## src/rtl/branch_ctrl.sv

```systemverilog
// Branch resolution unit: evaluates a condition on the {Z,V,N} flag register,
// redirects the PC on a taken branch and holds flush for FLUSH_CYCLES cycles.
module branch_ctrl #(
    parameter int ADDR_W       = 16,
    parameter int FLUSH_CYCLES = 2
) (
    input  logic              clk,
    input  logic              rst,
    input  logic              flag_we,
    input  logic              z,
    input  logic              v,
    input  logic              n,
    input  logic              br_valid,
    input  logic [3:0]        br_cond,
    input  logic [ADDR_W-1:0] br_target,
    output logic              br_ready,
    output logic              pc_load,
    output logic [ADDR_W-1:0] pc_next,
    output logic              flush,
    output logic [2:0]        flags,
    input  logic              cnt_clr,
    output logic [15:0]       br_count,
    output logic [15:0]       taken_count
);

    typedef enum logic {IDLE, FLUSH} state_t;

    localparam logic [2:0] FLUSH_LAST = 3'(FLUSH_CYCLES - 1);

    state_t            state_q, state_d;
    logic              pc_load_q, pc_load_d;
    logic [ADDR_W-1:0] pc_next_q, pc_next_d;
    logic              flush_q, flush_d;
    logic [2:0]        fcnt_q, fcnt_d;
    logic [2:0]        flags_q, flags_d;
    logic [15:0]       br_count_q, br_count_d;
    logic [15:0]       taken_count_q, taken_count_d;

    logic cond_true;
    logic hs;
    logic taken;
    logic unused_cond_msb;

    assign unused_cond_msb = br_cond[3];

    // Condition is evaluated on the registered flags, not on the ALU inputs.
    always_comb begin
        cond_true = 1'b0;
        case (br_cond[2:0])
            3'd0: cond_true = flags_q[2];
            3'd1: cond_true = flags_q[0] & ~flags_q[1];
            3'd2: cond_true = ~flags_q[2] & ~flags_q[1] & ~flags_q[0];
            3'd3: cond_true = flags_q[1];
            3'd4: cond_true = ~flags_q[2];
            3'd5: cond_true = flags_q[1] | ~flags_q[0];
            3'd6: cond_true = (flags_q[0] & ~flags_q[1]) | flags_q[2];
            default: cond_true = 1'b1;
        endcase
    end

    assign br_ready = (state_q == IDLE) && !flag_we;
    assign hs       = br_valid && br_ready;
    assign taken    = hs && cond_true;

    always_ff @(posedge clk or posedge rst) begin
        if (rst) begin
            state_q <= IDLE;
        end else begin
            state_q <= state_d;
        end
    end

    always_comb begin
        state_d = state_q;
        case (state_q)
            IDLE:    if (taken) state_d = FLUSH;
            FLUSH:   if (fcnt_q == 3'd0) state_d = IDLE;
            default: state_d = IDLE;
        endcase
    end

    always_comb begin
        pc_load_d = 1'b0;
        pc_next_d = pc_next_q;
        flush_d   = 1'b0;
        fcnt_d    = fcnt_q;
        case (state_q)
            IDLE: begin
                if (taken) begin
                    pc_load_d = 1'b1;
                    pc_next_d = br_target;
                    flush_d   = 1'b1;
                    fcnt_d    = FLUSH_LAST;
                end
            end
            FLUSH: begin
                if (fcnt_q != 3'd0) begin
                    flush_d = 1'b1;
                    fcnt_d  = fcnt_q - 3'd1;
                end
            end
            default: ;
        endcase
    end

    // A flag write during flush belongs to a squashed instruction.
    always_comb begin
        flags_d = flags_q;
        if (flag_we && !flush_q) begin
            flags_d = {z, v, n};
        end
    end

    always_comb begin
        br_count_d    = br_count_q;
        taken_count_d = taken_count_q;
        if (cnt_clr) begin
            br_count_d    = 16'd0;
            taken_count_d = 16'd0;
        end else begin
            if (hs && br_count_q != 16'hFFFF) begin
                br_count_d = br_count_q + 16'd1;
            end
            if (taken && taken_count_q != 16'hFFFF) begin
                taken_count_d = taken_count_q + 16'd1;
            end
        end
    end

    always_ff @(posedge clk or posedge rst) begin
        if (rst) begin
            pc_load_q     <= 1'b0;
            pc_next_q     <= '0;
            flush_q       <= 1'b0;
            fcnt_q        <= 3'd0;
            flags_q       <= 3'd0;
            br_count_q    <= 16'd0;
            taken_count_q <= 16'd0;
        end else begin
            pc_load_q     <= pc_load_d;
            pc_next_q     <= pc_next_d;
            flush_q       <= flush_d;
            fcnt_q        <= fcnt_d;
            flags_q       <= flags_d;
            br_count_q    <= br_count_d;
            taken_count_q <= taken_count_d;
        end
    end

    assign pc_load     = pc_load_q;
    assign pc_next     = pc_next_q;
    assign flush       = flush_q;
    assign flags       = flags_q;
    assign br_count    = br_count_q;
    assign taken_count = taken_count_q;

endmodule

```

## config.mk

```make
export PLATFORM = sky130hd
export DESIGN_NAME = branch_ctrl
export DESIGN_NICKNAME = d
export VERILOG_FILES = /design/src/rtl/branch_ctrl.sv
export SDC_FILE = /design/constraint.sdc
export NUM_CORES = 1
export LEC_CHECK = 0
export CELL_PAD_IN_SITES_DETAIL_PLACEMENT = 2
export CELL_PAD_IN_SITES_GLOBAL_PLACEMENT = 2
export CORE_UTILIZATION = 25
export DETAILED_ROUTE_END_ITERATION = 12
export DONT_BUFFER_PORTS = 1
export HOLD_SLACK_MARGIN = 0.12
export PLACE_DENSITY_LB_ADDON = 0.1
export SLEW_MARGIN = 20
export SYNTH_ARGS = -nofsm -noshare
export SYNTH_HDL_FRONTEND = slang
export SYNTH_SLANG_ARGS = --single-unit
```

## constraint.sdc

```tcl
create_clock -name clk -period 5.1 [get_ports clk]
set_clock_uncertainty 0.05 [all_clocks]
set_input_delay 1.02 -clock clk [delete_from_list [all_inputs] [get_ports clk]]
set_output_delay 1.02 -clock clk [all_outputs]
set_load 0.02 [all_outputs]
```

### Yosys cells after proc, flatten, opt, wreduce, memory -nomap -nowiden

Cells that the tools add are included.
Widths: inputs -> output; s select.

* flip-flop bits (word level): 57
* bits in latches: 0
* memory bits (writable): 0
* memory bits (read-only): 0
* input port bits: 28
* memories: 0

* add/sub/neg operators: 3
* $mul: 0
* div/mod/pow operators: 0
* order comparisons: 0
* equal/unequal tests: 10
* shift-type cells: 0
* muxes and demuxes: 14
* bitwise operators: 9
* reductions and logical operators: 15

Operators by type and width (count)
* $mux 16: 4
* $add 16x1->16 const B: 2
* $ne 16x16->1 const B: 2
* $eq 3x3->1 const B: 3
* $pmux 1 s7: 1
* $eq 3x2->1 const B: 2
* $logic_and 1x1->1: 6
* $logic_not 3->1: 2
* $mux 3: 2
* $pmux 3 s2: 1
* $mux 1: 4
* $not 1->1: 4
* $pmux 1 s2: 2
* $reduce_and 2->1: 2
* $reduce_bool 2->1: 2
* $and 1x1->1: 3
* $eq 3x1->1 const B: 1
* $reduce_bool 3->1: 1
* $sub 3x1->3 const B: 1
* $logic_not 1->1: 2
* $ne 2x1->1 const B: 1
* $ne 2x2->1 const B: 1
* $or 1x1->1: 2

### Depth between registers and ports, before layout

* depth in word-level cells: 8
* gate-level depth with buffers: 8

### Worst setup path before layout

No wires, ideal clock.

* path type: input to register
* from: input br_cond[0]
* to: register taken_count_q[11] (netlist: taken_count[11])
* arrival: 2.321 ns
* data required time: 4.954 ns
* slack: 2.634 ns
* cell stages on the path: 6
* path buffers: 0
* path through: and3b_1 -> a211oi_1 -> o311a_2 -> nand2_2 -> o41a_1 -> a311oi_2

* word-level cells in the longest chain between the ends: 5
* elaborated cells on any way between the ends: 11
* those cells by class: eq/ne: 6; mux: 1; reduce/logical: 4

Ends and longest elaborated chain
* start, declared: RTL line 14 `input logic [3:0] br_cond,`
* $eq 3x3->1 (tied with other cells): RTL line 49 `case (br_cond[2:0])`
* $pmux 1 s7 (*): RTL line 49
* $logic_and 1x1->1 (*): RTL line 63 `assign taken = hs && cond_true;`
* $logic_and 1x1->1 (*): RTL line 124 `if (taken && taken_count_q != 16'hFFFF) begin`
* $reduce_bool 2->1 (no line) (*)
* end signal, assigned: RTL line 146 `taken_count_q <= taken_count_d;`
* end, declared: RTL line 37 `logic [15:0] taken_count_q, taken_count_d;`

Mark *: on every way between the ends. The rest lies on a longest branch, timed or not.
A chain may end at the register's enable or synchronous reset.

### Worst setup path after layout

* from: input br_cond[1]
* to: register taken_count_q[12] (netlist: taken_count[12])

The elaborated chain is that of the path after synthesis.

==> impl_metrics.toml <==
[status]
status = "finished clean"

[critical_path]
crit_path_buf_inv_count = 1
crit_chain = "and3b_1, a211oi_1, o311a_2, nand2_2, inv_2, and4b_1, nor3_1"
kind_of_launch_point_of_the_worst_setup_path = "input port"
timing.critical_path.arrival_ns = 2.84
crit_family = "simple AND/OR/NAND/NOR gates"
cpMaxStageDelayCell = "o311a_2"
critical_path_peak_fanout = 23
required_ns = 5.28
worstSetupEndpointType = "register"
worst_path_largest_cell_delay_ns = 0.43
critPathKind = "input port to register"

[global_route]
antenna_found_initial = 0
grt_first_pass_wirelength_mm = 12.23
grt_start_max_net_pins = 57
first_global_vias = 2364
grt_util_all_layers = 0.1395
gr_overflow_total = 0

[place]
placed_cell_area_um2 = 2806
placement.io_buffers = 0
gp_congestion = 0.7102
hpwlAfterDp_mm = 4.893

[final_layout]
fillers = 1188
drive_gt1_frac = 0.06690
layout_commonest_cell = "nand2_1"
seq_area_um2 = 1401
final_nets = 315
area.growth.synth_to_final_pct = 8.635
post-route-util = 0.2806
multi_input_area_um2 = 1186
final_area_um2 = 2897
antenna_cells_inserted = 0
mostFrequentLayoutCells = "nand2_1 (63), dfrtp_1 (56), nor2_1 (23)"

[drt]
routed-via-count = 2070
detail_route.wl_per_cell_um = 17.08
drc = 0
detail_route.wirelength_mm = 7.175
detail_route.iter0.violations = 47
routed_via_density = 4.929
postRouteAntennaNets = 0
drt_first_pass_iters = 4

[timing]
slew-limit-headroom = 0.4876
timing.final.crit_share = 0.5218
holdWs_ns = 0.4762
worst-slew-pin-transition_ns = 0.7687
maxClockFrequency_mhz = 375.8
maxSlewViolCount = 0
timing.final.hold_violations = 0
final.setup.tns_ns = 0
layout_min_cycle_time_ns = 2.661
timing.final.setup_violations = 0
rsz0062_at_grt = "no"

[synthesis]
synthesis_stage_register_bit_count = 56
synth.net_count = 315
yosys_warnings = 0
synth_sequential_area_ratio = 0.5256
netlist_area_um2 = 2666
syn_avg_cell_area_um2 = 9.422
postSynthCellCount = 283
ys_types = 43

[floorplanning]
top_level_ports = 82
floorplan.die_area_um2 = 11080
core-area_um2 = 10320
floorplan.die.width_um = 105.3
rows = 37
initial_utilization = 0.2583
chipHeight_um = 105.3

[clock_tree]
clkLatencyLatePin_ns = 0.31
clock_h_tree_levels = 2
cts.reportedPaths.clkPinSlew_ns = 0.10
post_cts_buffers = 0
cts_inserted_buffers = 5
clock_tree_from_tritoncts = "built"
post_cts.resized_instances = 0
clock-root-buffer = "clkbuf_8"
cts_hold_buf = 0
cts-root-to-sink-buffers = 2
numClockSinks = 56

[power_and_ir_drop]
power.switching_uw = 448.3
irDropWorstVdd_uv = 165.8
sequential_share_of_power = 0.611
power.combinational.fraction = 0.164
power.switching_fraction = 0.3833
power_density_nw_per_um2 = 403.8
power.clock.fraction = 0.225
intPower_uw = 721.3
total_power_mw = 1.170
power_leakage_nw = 1.258

[flow_run]
maxCapViolCount = 0

[min_path]
hold_path_class = "register to register"
[worst paths after layout]
kind                                 from               to  cells past startpoint  slack (ns)
max reg2reg                taken_count[0]   taken_count[6]                      7        2.50
max                            br_cond[1]  taken_count[12]                      7        2.44
min                             fcnt_q[2]        fcnt_q[2]                      2        0.48
min in group asynchronous             rst     br_count[11]                      2        0.73
max in group asynchronous             rst      pc_next[13]                      2        3.74
min reg2reg                     fcnt_q[2]        fcnt_q[2]                      2        0.48
[cells in the mapped netlist (all sizes together)]
master | number | area [µm²]
o311a | 1 | 11.26
a221o | 1 | 11.26
o31a | 1 | 8.760
or2 | 1 | 6.260
nor4 | 2 | 18.77
nand4 | 5 | 31.28
and3b | 1 | 8.760
nor3 | 4 | 20.02
dfrtp | 56 | 1401
o31ai | 1 | 7.510
and3 | 5 | 31.28
mux2i | 1 | 10.01
nand2 | 64 | 242.7
a311oi | 1 | 15.01
xnor2 | 9 | 78.83
mux2 | 3 | 33.78
xor2 | 10 | 87.58
nand3 | 18 | 95.09
o21ai | 12 | 60.06
o21ba | 1 | 10.01
nand2b | 2 | 12.51
a21oi | 14 | 70.07
inv | 11 | 41.29
and4b | 1 | 10.01
and4 | 3 | 26.28
clkbuf | 4 | 15.01
a2bb2oi | 1 | 8.760
ha | 4 | 50.05
or3 | 9 | 56.30
nor2 | 23 | 86.33
or4 | 1 | 7.510
a211oi | 2 | 15.01
nor2b | 4 | 25.02
buf | 4 | 22.52
and2 | 1 | 6.260
nor3b | 1 | 12.51
o41a | 1 | 11.26
[flip-flops by register name, summed over array words and instances, names as in the netlist]
signal,cells
br_count,16
pc_next,16
taken_count,16
fcnt_q,3
flags,3
flush,1
pc_load,1
[power by group through the flow]
stage | sequential, mW | clock, mW | combinational, mW
floorplan | 0.701 | 0 | 0.161
detailed placement | 0.726 | 0 | 0.199
CTS | 0.718 | 0.280 | 0.200
finish | 0.715 | 0.263 | 0.192
global route | 0.732 | 0.293 | 0.230
global placement | 0.724 | 0 | 0.187
[tightest hold or removal path, stage by stage, from the launching register on]
cell     delay [ns]
dfrtp_1        0.36
nand3_1        0.06
o21ai_0        0.07
[cell families after synthesis]
family | synth area share
flops | 0.5256
mux | 0.01642
xor+xnor | 0.06241
fa+ha+maj | 0.01877
compound gates | 0.08588
simple gates | 0.2614
buf+inv | 0.02956
[per-stage QoR]
stage	setup WS [ns]	std cells
after global placement	2.003	412
after global routing	2.185	420
after detailed placement	2.009	412
after CTS	2.351	420
after floorplan	2.634	283
final	2.439	420
[area by class of cell]
class | instances | area share
timing repair buffer | 1 | 0.002592
inverter | 11 | 0.01425
tap | 136 | 0.05875
multi-input combinational | 208 | 0.4095
clock buffer | 8 | 0.03110
sequential | 56 | 0.4838
[per-layer routing]
layer  routed length (µm)  track usage  part of all wire  up-vias
li1                     -            -                 -      959
met1                 3057       0.1654              0.43     1048
met2                 3570       0.2462              0.50       59
met3                  496      0.04329             0.069        4
met4                   51      0.03018            0.0071        0
met5                    0            0                 0        -
Power figures use the tool's default switching activity.
